<file path="config.mk">
export PLATFORM = sky130hd
export DESIGN_NAME = exec_stage_flat
export DESIGN_NICKNAME = d
export VERILOG_FILES = /design/src/rtl/exec_stage_if.sv /design/src/rtl/exec_stage.sv /design/src/flat_wrapper.sv
export SDC_FILE = /design/constraint.sdc
export NUM_CORES = 2
export LEC_CHECK = 0
export CAP_MARGIN = 5
export CORE_MARGIN = 5
export CORE_UTILIZATION = 30
export CTS_BUF_LIST = sky130_fd_sc_hd__clkbuf_8 sky130_fd_sc_hd__clkbuf_16
export DETAILED_ROUTE_END_ITERATION = 8
export PLACE_DENSITY = 0.45
export SLEW_MARGIN = 20
export SYNTH_ARGS = -nofsm -noshare
export SYNTH_HDL_FRONTEND = slang
export SYNTH_SLANG_ARGS = --single-unit
export TNS_END_PERCENT = 10
</file>
<file path="constraint.sdc">
create_clock -name clock -period 10.73 [get_ports clock]
set_input_delay 2.146 -clock clock [delete_from_list [all_inputs] [get_ports clock]]
set_output_delay 2.146 -clock clock [all_outputs]
set_load 0.05 [all_outputs]
</file>
<file path="src/rtl/exec_stage_if.sv">
`default_nettype none
// ============================================================================
//  Module      : exec_stage_if
//  Description : Bundles the issue, writeback and EX/MEM result signals of
//                exec_stage. The master side drives instructions and
//                writebacks; the slave side is the stage itself.
//  Revision    : 1.0  initial release
// ============================================================================
interface exec_stage_if;
  // issue side
  logic        in_valid;
  logic [31:0] instruction;
  // writeback side
  logic        wr_en;
  logic [4:0]  wr_addr;
  logic [31:0] wr_data;
  // EX/MEM outputs
  logic        valid_q;
  logic [31:0] result_q;
  logic        zero_q;
  logic [1:0]  alu_ctrl_q;
  logic        illegal_q;
  logic        ovf_q;

  modport master (
    output in_valid, instruction, wr_en, wr_addr, wr_data,
    input  valid_q, result_q, zero_q, alu_ctrl_q, illegal_q, ovf_q
  );

  modport slave (
    input  in_valid, instruction, wr_en, wr_addr, wr_data,
    output valid_q, result_q, zero_q, alu_ctrl_q, illegal_q, ovf_q
  );
endinterface
`default_nettype wire

</file>
<file path="src/rtl/exec_stage.sv">
`default_nettype none
// ============================================================================
//  Module      : exec_stage
//  Description : Combined decode / execute / EX-MEM stage. Decodes a 32-bit
//                instruction, reads operands from a 32x32 register file
//                (r0 hardwired to zero, write-through bypass), runs a 2-bit
//                ALU (ADD/SUB/AND/OR) and captures the result in the EX/MEM
//                register one cycle later.
//                Optional feature macro: EXEC_STAGE_OVF_EN builds the signed
//                overflow flag for ADD/SUB; otherwise ovf_q is tied to 0.
//  Revision    : 1.0  initial release
// ============================================================================
module exec_stage (
  input  wire logic   clock,
  input  wire logic   reset,
  exec_stage_if.slave bus
);

  localparam logic [1:0] ALU_ADD = 2'b00;
  localparam logic [1:0] ALU_SUB = 2'b01;
  localparam logic [1:0] ALU_AND = 2'b10;
  localparam logic [1:0] ALU_OR  = 2'b11;

  // ---------------------------------------------------------------- decode
  logic [3:0]  opcode;
  logic [4:0]  rs;
  logic [4:0]  rt;
  logic [15:0] imm;
  logic [1:0]  alu_ctrl;
  logic        imm_sel;
  logic        illegal;
  logic        unused_bits;

  assign opcode      = bus.instruction[31:28];
  assign rs          = bus.instruction[25:21];
  assign rt          = bus.instruction[20:16];
  assign imm         = bus.instruction[15:0];
  assign alu_ctrl    = opcode[1:0];
  assign imm_sel     = opcode[3];
  assign illegal     = opcode[2];
  // bits [27:26] carry no meaning for this stage
  assign unused_bits = ^bus.instruction[27:26];

  // --------------------------------------------------------- register file
  logic [31:0] regs [0:31];

  // Writeback port; reset clears every entry and wins over wr_en.
  // Entry 0 is never written so it stays at its cleared value.
  always_ff @(posedge clock) begin
    if (reset) begin
      for (int i = 0; i < 32; i++) regs[i] <= 32'd0;
    end else if (bus.wr_en && (bus.wr_addr != 5'd0)) begin
      regs[bus.wr_addr] <= bus.wr_data;
    end
  end

  logic [31:0] rs_val;
  logic [31:0] rt_val;

  // Operand reads: r0 reads zero, a same-cycle write is forwarded.
  always_comb begin
    rs_val = regs[rs];
    rt_val = regs[rt];
    if (bus.wr_en && (bus.wr_addr == rs)) rs_val = bus.wr_data;
    if (bus.wr_en && (bus.wr_addr == rt)) rt_val = bus.wr_data;
    if (rs == 5'd0) rs_val = 32'd0;
    if (rt == 5'd0) rt_val = 32'd0;
  end

  // ------------------------------------------------------------------- ALU
  logic [31:0] op1;
  logic [31:0] op2;
  logic [31:0] sum;
  logic [31:0] diff;
  logic [31:0] result;

  assign op1  = rs_val;
  assign sum  = op1 + op2;
  assign diff = op1 - op2;

  // Second operand: register, or immediate sign-extended for arithmetic
  // and zero-extended for logic ops.
  always_comb begin
    op2 = rt_val;
    if (imm_sel) begin
      if (alu_ctrl[1]) op2 = {16'd0, imm};
      else             op2 = {{16{imm[15]}}, imm};
    end
  end

  // ALU function select.
  always_comb begin
    result = 32'd0;
    case (alu_ctrl)
      ALU_ADD: result = sum;
      ALU_SUB: result = diff;
      ALU_AND: result = op1 & op2;
      ALU_OR:  result = op1 | op2;
      default: result = 32'd0;
    endcase
  end

  // ------------------------------------------------------ EX/MEM register
  // Capture on valid issue; an illegal op captures a fixed bubble-like
  // pattern; idle cycles drop valid and hold the payload.
  always_ff @(posedge clock) begin
    if (reset) begin
      bus.valid_q    <= 1'b0;
      bus.result_q   <= 32'd0;
      bus.zero_q     <= 1'b1;
      bus.alu_ctrl_q <= 2'b00;
      bus.illegal_q  <= 1'b0;
    end else if (bus.in_valid) begin
      bus.valid_q <= 1'b1;
      if (illegal) begin
        bus.result_q   <= 32'd0;
        bus.zero_q     <= 1'b1;
        bus.alu_ctrl_q <= 2'b00;
        bus.illegal_q  <= 1'b1;
      end else begin
        bus.result_q   <= result;
        bus.zero_q     <= (result == 32'd0);
        bus.alu_ctrl_q <= alu_ctrl;
        bus.illegal_q  <= 1'b0;
      end
    end else begin
      bus.valid_q <= 1'b0;
    end
  end

`ifdef EXEC_STAGE_OVF_EN
  logic ovf;

  // Signed overflow: ADD when equal-sign operands give a different-sign
  // result; SUB when operand signs differ and the result sign leaves op1's.
  always_comb begin
    ovf = 1'b0;
    case (alu_ctrl)
      ALU_ADD: ovf = (op1[31] == op2[31]) && (sum[31]  != op1[31]);
      ALU_SUB: ovf = (op1[31] != op2[31]) && (diff[31] != op1[31]);
      default: ovf = 1'b0;
    endcase
  end

  // Overflow flag follows the same capture/hold rules as the payload.
  always_ff @(posedge clock) begin
    if (reset) begin
      bus.ovf_q <= 1'b0;
    end else if (bus.in_valid) begin
      bus.ovf_q <= illegal ? 1'b0 : ovf;
    end
  end
`else
  assign bus.ovf_q = 1'b0;
`endif

endmodule
`default_nettype wire

</file>
<file path="src/flat_wrapper.sv">
// flat-port wrapper written by rule: the top's interface ports become plain ports
module exec_stage_flat 
  (clock, reset, bus_in_valid, bus_instruction, bus_wr_en, bus_wr_addr, bus_wr_data, bus_valid_q, bus_result_q, bus_zero_q, bus_alu_ctrl_q, bus_illegal_q, bus_ovf_q);
  exec_stage_if bus_i ();
  input  wire logic clock;
  input  wire logic reset;
  input wire logic [$bits(bus_i.in_valid)-1:0] bus_in_valid;
  input wire logic [$bits(bus_i.instruction)-1:0] bus_instruction;
  input wire logic [$bits(bus_i.wr_en)-1:0] bus_wr_en;
  input wire logic [$bits(bus_i.wr_addr)-1:0] bus_wr_addr;
  input wire logic [$bits(bus_i.wr_data)-1:0] bus_wr_data;
  output wire logic [$bits(bus_i.valid_q)-1:0] bus_valid_q;
  output wire logic [$bits(bus_i.result_q)-1:0] bus_result_q;
  output wire logic [$bits(bus_i.zero_q)-1:0] bus_zero_q;
  output wire logic [$bits(bus_i.alu_ctrl_q)-1:0] bus_alu_ctrl_q;
  output wire logic [$bits(bus_i.illegal_q)-1:0] bus_illegal_q;
  output wire logic [$bits(bus_i.ovf_q)-1:0] bus_ovf_q;
  assign bus_i.in_valid = bus_in_valid;
  assign bus_i.instruction = bus_instruction;
  assign bus_i.wr_en = bus_wr_en;
  assign bus_i.wr_addr = bus_wr_addr;
  assign bus_i.wr_data = bus_wr_data;
  assign bus_valid_q = bus_i.valid_q;
  assign bus_result_q = bus_i.result_q;
  assign bus_zero_q = bus_i.zero_q;
  assign bus_alu_ctrl_q = bus_i.alu_ctrl_q;
  assign bus_illegal_q = bus_i.illegal_q;
  assign bus_ovf_q = bus_i.ovf_q;
  exec_stage u_core (.clock(clock), .reset(reset), .bus(bus_i));
endmodule
</file>
-- Word level (Yosys, flattened, before mapping)
Memories as Yosys holds them, arrays and structs flattened.
Cells that the tools add are included.
- mux-type cells: 20
- reductions and logical operators: 9
- $add $sub $neg: 2
- bitwise operators: 2
- eq/ne operators: 5
- operator list (kind ; count):
    $mux W32 ; 8
    $pmux W32 S4 ; 1
    $add A32 B32 Y32 ; 1
    $and A32 B32 Y32 ; 1
    $logic_not A32 Y1 ; 1
    $or A32 B32 Y32 ; 1
    $reduce_or A32 Y1 ; 1
    $sub A32 B32 Y32 ; 1
    $eq A5 B5 Y1 ; 2
    $logic_not A5 Y1 ; 2
    $mux W1 ; 9
    $mux W5 ; 1
    $reduce_bool A5 Y1 ; 1
    $eq A2 B2 Y1 const B ; 2
    $logic_and A1 B1 Y1 ; 3
    $eq A2 B1 Y1 const B ; 1
    $logic_not A2 Y1 ; 1
    $mux W2 ; 1
- RAM bits: 1024
- word-level logic and storage cells: 44
- memories: 1
- input port bits: 73
- register bits after elaboration: 37
- memory list (name ; depth ; width ; rd ports ; clocked after memory_dff ; wr ports ; RTL line ; text):
    u_core.regs ; 32 ; 32 ; 2 ; 0 ; 32 ; exec_stage.sv:45 ; logic [31:0] regs [0:31];

-- Depth between registers and ports, before layout
- depth in word-level cells: 9
- mapped depth: 31
- mapped depth without buffers: 25

-- Worst setup path before layout
OpenSTA, ideal clock, no wires.
- path kind: input -> register
- start point: input port bus_instruction[21]
- end point: register u_core.bus.zero_q
- arrival: 8434 ps
- required time: 10673 ps
- setup time: 57 ps
- path buffers: 7
- stages: 29
- path slack: 2238 ps
- cells stage by stage: buf_4 buf_2 buf_2 buf_2 buf_2 buf_2 buf_2 mux4_2 mux2_2 a221o_1 mux2i_1 nor2_1 a21oi_1 or2_2 ha_1 inv_1 fa_1 a211oi_1 nor2_1 o211a_1 o21ai_0 a31oi_1 a41oi_1 nand2b_1 xnor2_1 a21oi_1 or3b_2 nor4_1 a21o_1
- word-level cells in the longest chain between the ends: 8
- RTL lines (element ; RTL line ; text):
    from (decl) ; flat_wrapper.sv:8 ; input wire logic [$bits(bus_i.instruction)-1:0] bus_instruction;
    branches (longest 3 deep; another with $mem_v2 Z32 W32) ; -- ;
    $mux W32 (*) ; exec_stage.sv:66 ; if (rs == 5'd0) rs_val = 32'd0;
    $sub A32 B32 Y32, or another cell as far along ; exec_stage.sv:79 ; assign diff = op1 - op2;
    $pmux W32 S4 (*) ; exec_stage.sv:94 ; case (alu_ctrl)
    $logic_not A32 Y1 (*) ; exec_stage.sv:122 ; bus.zero_q <= (result == 32'd0);
    $mux W1 (*) ; exec_stage.sv:115 ; if (illegal) begin
    to (signal assigned) ; exec_stage.sv:122 ;
    to (decl) ; exec_stage_if.sv:32 ; output valid_q, result_q, zero_q, alu_ctrl_q, illegal_q, ovf_q
Mark *: on every way between the ends.
A chain may end at the register's enable or synchronous reset.

-- Worst setup path after layout
- start point: input port bus_instruction[16]
- end point: register u_core.bus.zero_q
- word-level cells in the longest chain between the ends: 9
- RTL lines (element ; RTL line ; text):
    branches (longest 3 deep; another with $mem_v2 Z32 W32) ; -- ;
    $mux W32 (*) ; exec_stage.sv:67 ; if (rt == 5'd0) rt_val = 32'd0;
    $mux W32 (*) ; exec_stage.sv:85 ; if (imm_sel) begin
    $sub A32 B32 Y32, or another cell as far along ; exec_stage.sv:79 ;
    $pmux W32 S4 (*) ; exec_stage.sv:94 ;
    $logic_not A32 Y1 (*) ; exec_stage.sv:122 ;
    $mux W1 (*) ; exec_stage.sv:115 ;
Marked as above.

==> flow_summary.ini <==
[worst_setup_path]
start_kind = input port
startpoint = bus_instruction[16]
crit_fanout = 58
critPathMostFrequentCell = buf_4
r2r_slack_ns = 3.62
setup.worst_path.end = u_core.bus.zero_q
critPathBufInv = 5
arrival_ns = 9.78
cp.depth = 25
path_class = in -> reg
slowest_stage = mux4_2
slowest_delay_ns = 0.59
r2r-start = u_core.regs[27][8]
path_delay_family = simple AND/OR/NAND/NOR gates
required_ns = 11.45
r2r_cells = 23
worstSetupEndpointType = flop
r2r_end = u_core.bus.zero_q

[cts]
postCtsSetupBuffers = 0
clock_latency_ns = 0.80
post_cts_resized = 0
cts_tree = built
ctsRootBufferMaster = clkbuf_16
clk_pin_slew_ns = 0.06
cts_buffers = 120
cts_hold_buf = 0
htree_levels = 3
cts.sinks = 1061
cts_buffer_depth = 3

[finish]
drive_above_1_share_pct = 21.3
stdcell_count = 7254
final_nets = 4604
area_delta_synth_final_pct = 13.9

[detailed_routing]
dr.pass1.iters = 6
drt-total-wl_um = 263000
postRouteAntennaNets = 0
wire_per_inst_um = 36.2
drc = 0
num_vias = 41800
vias_per_cell = 5.76
drt_iter0_drc = 5540

[floorplan]
pin_count = 111
dieHeight_um = 458
core_area_um2 = 200000
die-area_um2 = 210000
start_util_pct = 30.1
rows = 164
fp.dieW_um = 458

[placement]
dp.cells = 7031
gp_congestion = 0.871
port_buffers = 107
dp_hpwl_um = 167000

[synth]
yosysTopAreaCell = edfxtp_1
yosys.area.top_type_share_pct = 51.1
synthTopCellsByCount = edfxtp_1, and2_1, mux4_2
async_flop_share_pct = 0
ys_ff_latch = 1061
ys_top_cells_by_area = edfxtp_1, mux4_2, and2_1, mux2i_1, clkbuf_1
yosys.cell_count.top_type = edfxtp_1
ys_types = 90
postSynthCellCount = 4447
avgSynthCellArea_um2 = 13.5
synth_area_um2 = 60200
synth_warnings = 0
synth-main-ff-cell = edfxtp_1
synth_edf_count = 1024
synth.yosys.seq_area_share_pct = 52.3

[sta]
grt_setup_unrepaired = false
skew_ns = 0.0600
fin_crit_sh_pct = 84.4
hold_viol_final = 0
max_freq_ghz = 0.110
finalCriticalPeriod_ns = 9.06
slew_headroom_pct = 19.1
slew_violations = 0
whs_ns = 0.465
setup_viol = 0
tightest_slew_ns = 1.21
tns_ns = 0

[pwr]
power_per_cell_area_nw_per_um2 = 159
leakagePower_nw = 23.7
ir_worst_vdd_mv = 0.139

[status]
outcome = complete, no violations

[global_route]
grt_overflow = 0
first_global_vias = 41400
grt_max_degree = 65
grt_usage_pct = 24.5
antenna_found_initial = 25
grt_pass1_wl_um = 358000

[job]
maxCapViolCount = 0

[worst_hold_path]
min_path_type = reg -> reg
[worst min-delay path: cells and delay by family, from the launching register on]
kind,cells,cell delay (ns)
compound gates,1,0.05
flops,1,0.31
simple gates,1,0.06
[routing by layer]
layer | track usage, % | vias to the layer above | wire, um
met5 | 0 | - | 38
met4 | 10.3 | 6 | 12600
met3 | 3.92 | 502 | 20700
met2 | 38.8 | 2107 | 121000
met1 | 33.3 | 22100 | 109000
li1 | - | 17100 | -
[worst min path at each step]
stage                     depth (start not counted)                       to  slack [ns]                     from
after CTS                                         2  u_core.bus.result_q[31]        0.47  u_core.bus.result_q[31]
after global placement                            2   u_core.bus.result_q[3]        0.46   u_core.bus.result_q[3]
final                                             2  u_core.bus.result_q[31]        0.47  u_core.bus.result_q[31]
after global routing                              2  u_core.bus.result_q[17]        0.49  u_core.bus.result_q[17]
after detailed placement                          2  u_core.bus.result_q[31]        0.46  u_core.bus.result_q[31]
after floorplan                                   2   u_core.bus.result_q[3]        0.69   u_core.bus.result_q[3]
[cells by family after synthesis]
family | count (synthesis) | synth area share [%]
AOI/OAI and AO/OA | 566 | 6.53
muxes | 702 | 21.2
xor gates and xnor gates | 56 | 0.815
DFF | 1061 | 52.3
other | 1 | 0.00623
buffers and inverters | 470 | 3.39
adders and majority gates | 55 | 1.07
and+or+nand+nor | 1536 | 14.7
[power by group]
part | internal (mW) | switching [mW]
clock | 2.14 | 1.83
combinational | 0.751 | 1.26
sequential | 4.77 | 0.118
total | 7.66 | 3.21
[metrics by stage]
stage	util (%)	total power, mW	instance area (um^2)	worst slack [ns]
after floorplan	-	6.15	60300	2.24
after global placement	32.5	6.96	64900	1.16
after detailed placement	32.5	6.96	64900	1.09
after CTS	34.3	10.9	68500	1.90
after global routing	34.3	11.2	68500	1.41
final	34.3	10.9	68600	1.67
[flip-flops by register name, indices dropped and copies added, names as in the netlist]
register,cells
u_core.regs,1024
u_core.bus.result_q,32
u_core.bus.valid_q,1
u_core.bus.alu_ctrl_q,2
u_core.bus.zero_q,1
u_core.bus.illegal_q,1
[area by class of cell]
| cell class | instances | area (um^2) |
|---|---|---|
| inverter | 27 | 101 |
| tap | 2656 | 3320 |
| antenna | 9 | 22.5 |
| timing repair buffer | 339 | 2900 |
| multi-input combinational | 2948 | 27100 |
| clock buffer | 127 | 3130 |
| clock inverter | 87 | 519 |
| sequential | 1061 | 31500 |
| fill | 19300 | 131000 |
[cells in the final DEF (no fill, tap or decap), types with 75 or more instances in the layout]
master,instances
edfxtp_1,1024
nor3_1,101
a21oi_1,115
nor2_1,145
mux4_2,441
nand2_1,115
and2_1,946
clkbuf_16,123
clkdlybuf4s50_1,94
o21ai_0,75
buf_4,227
mux2i_1,214
Power figures use the tool's default switching activity.
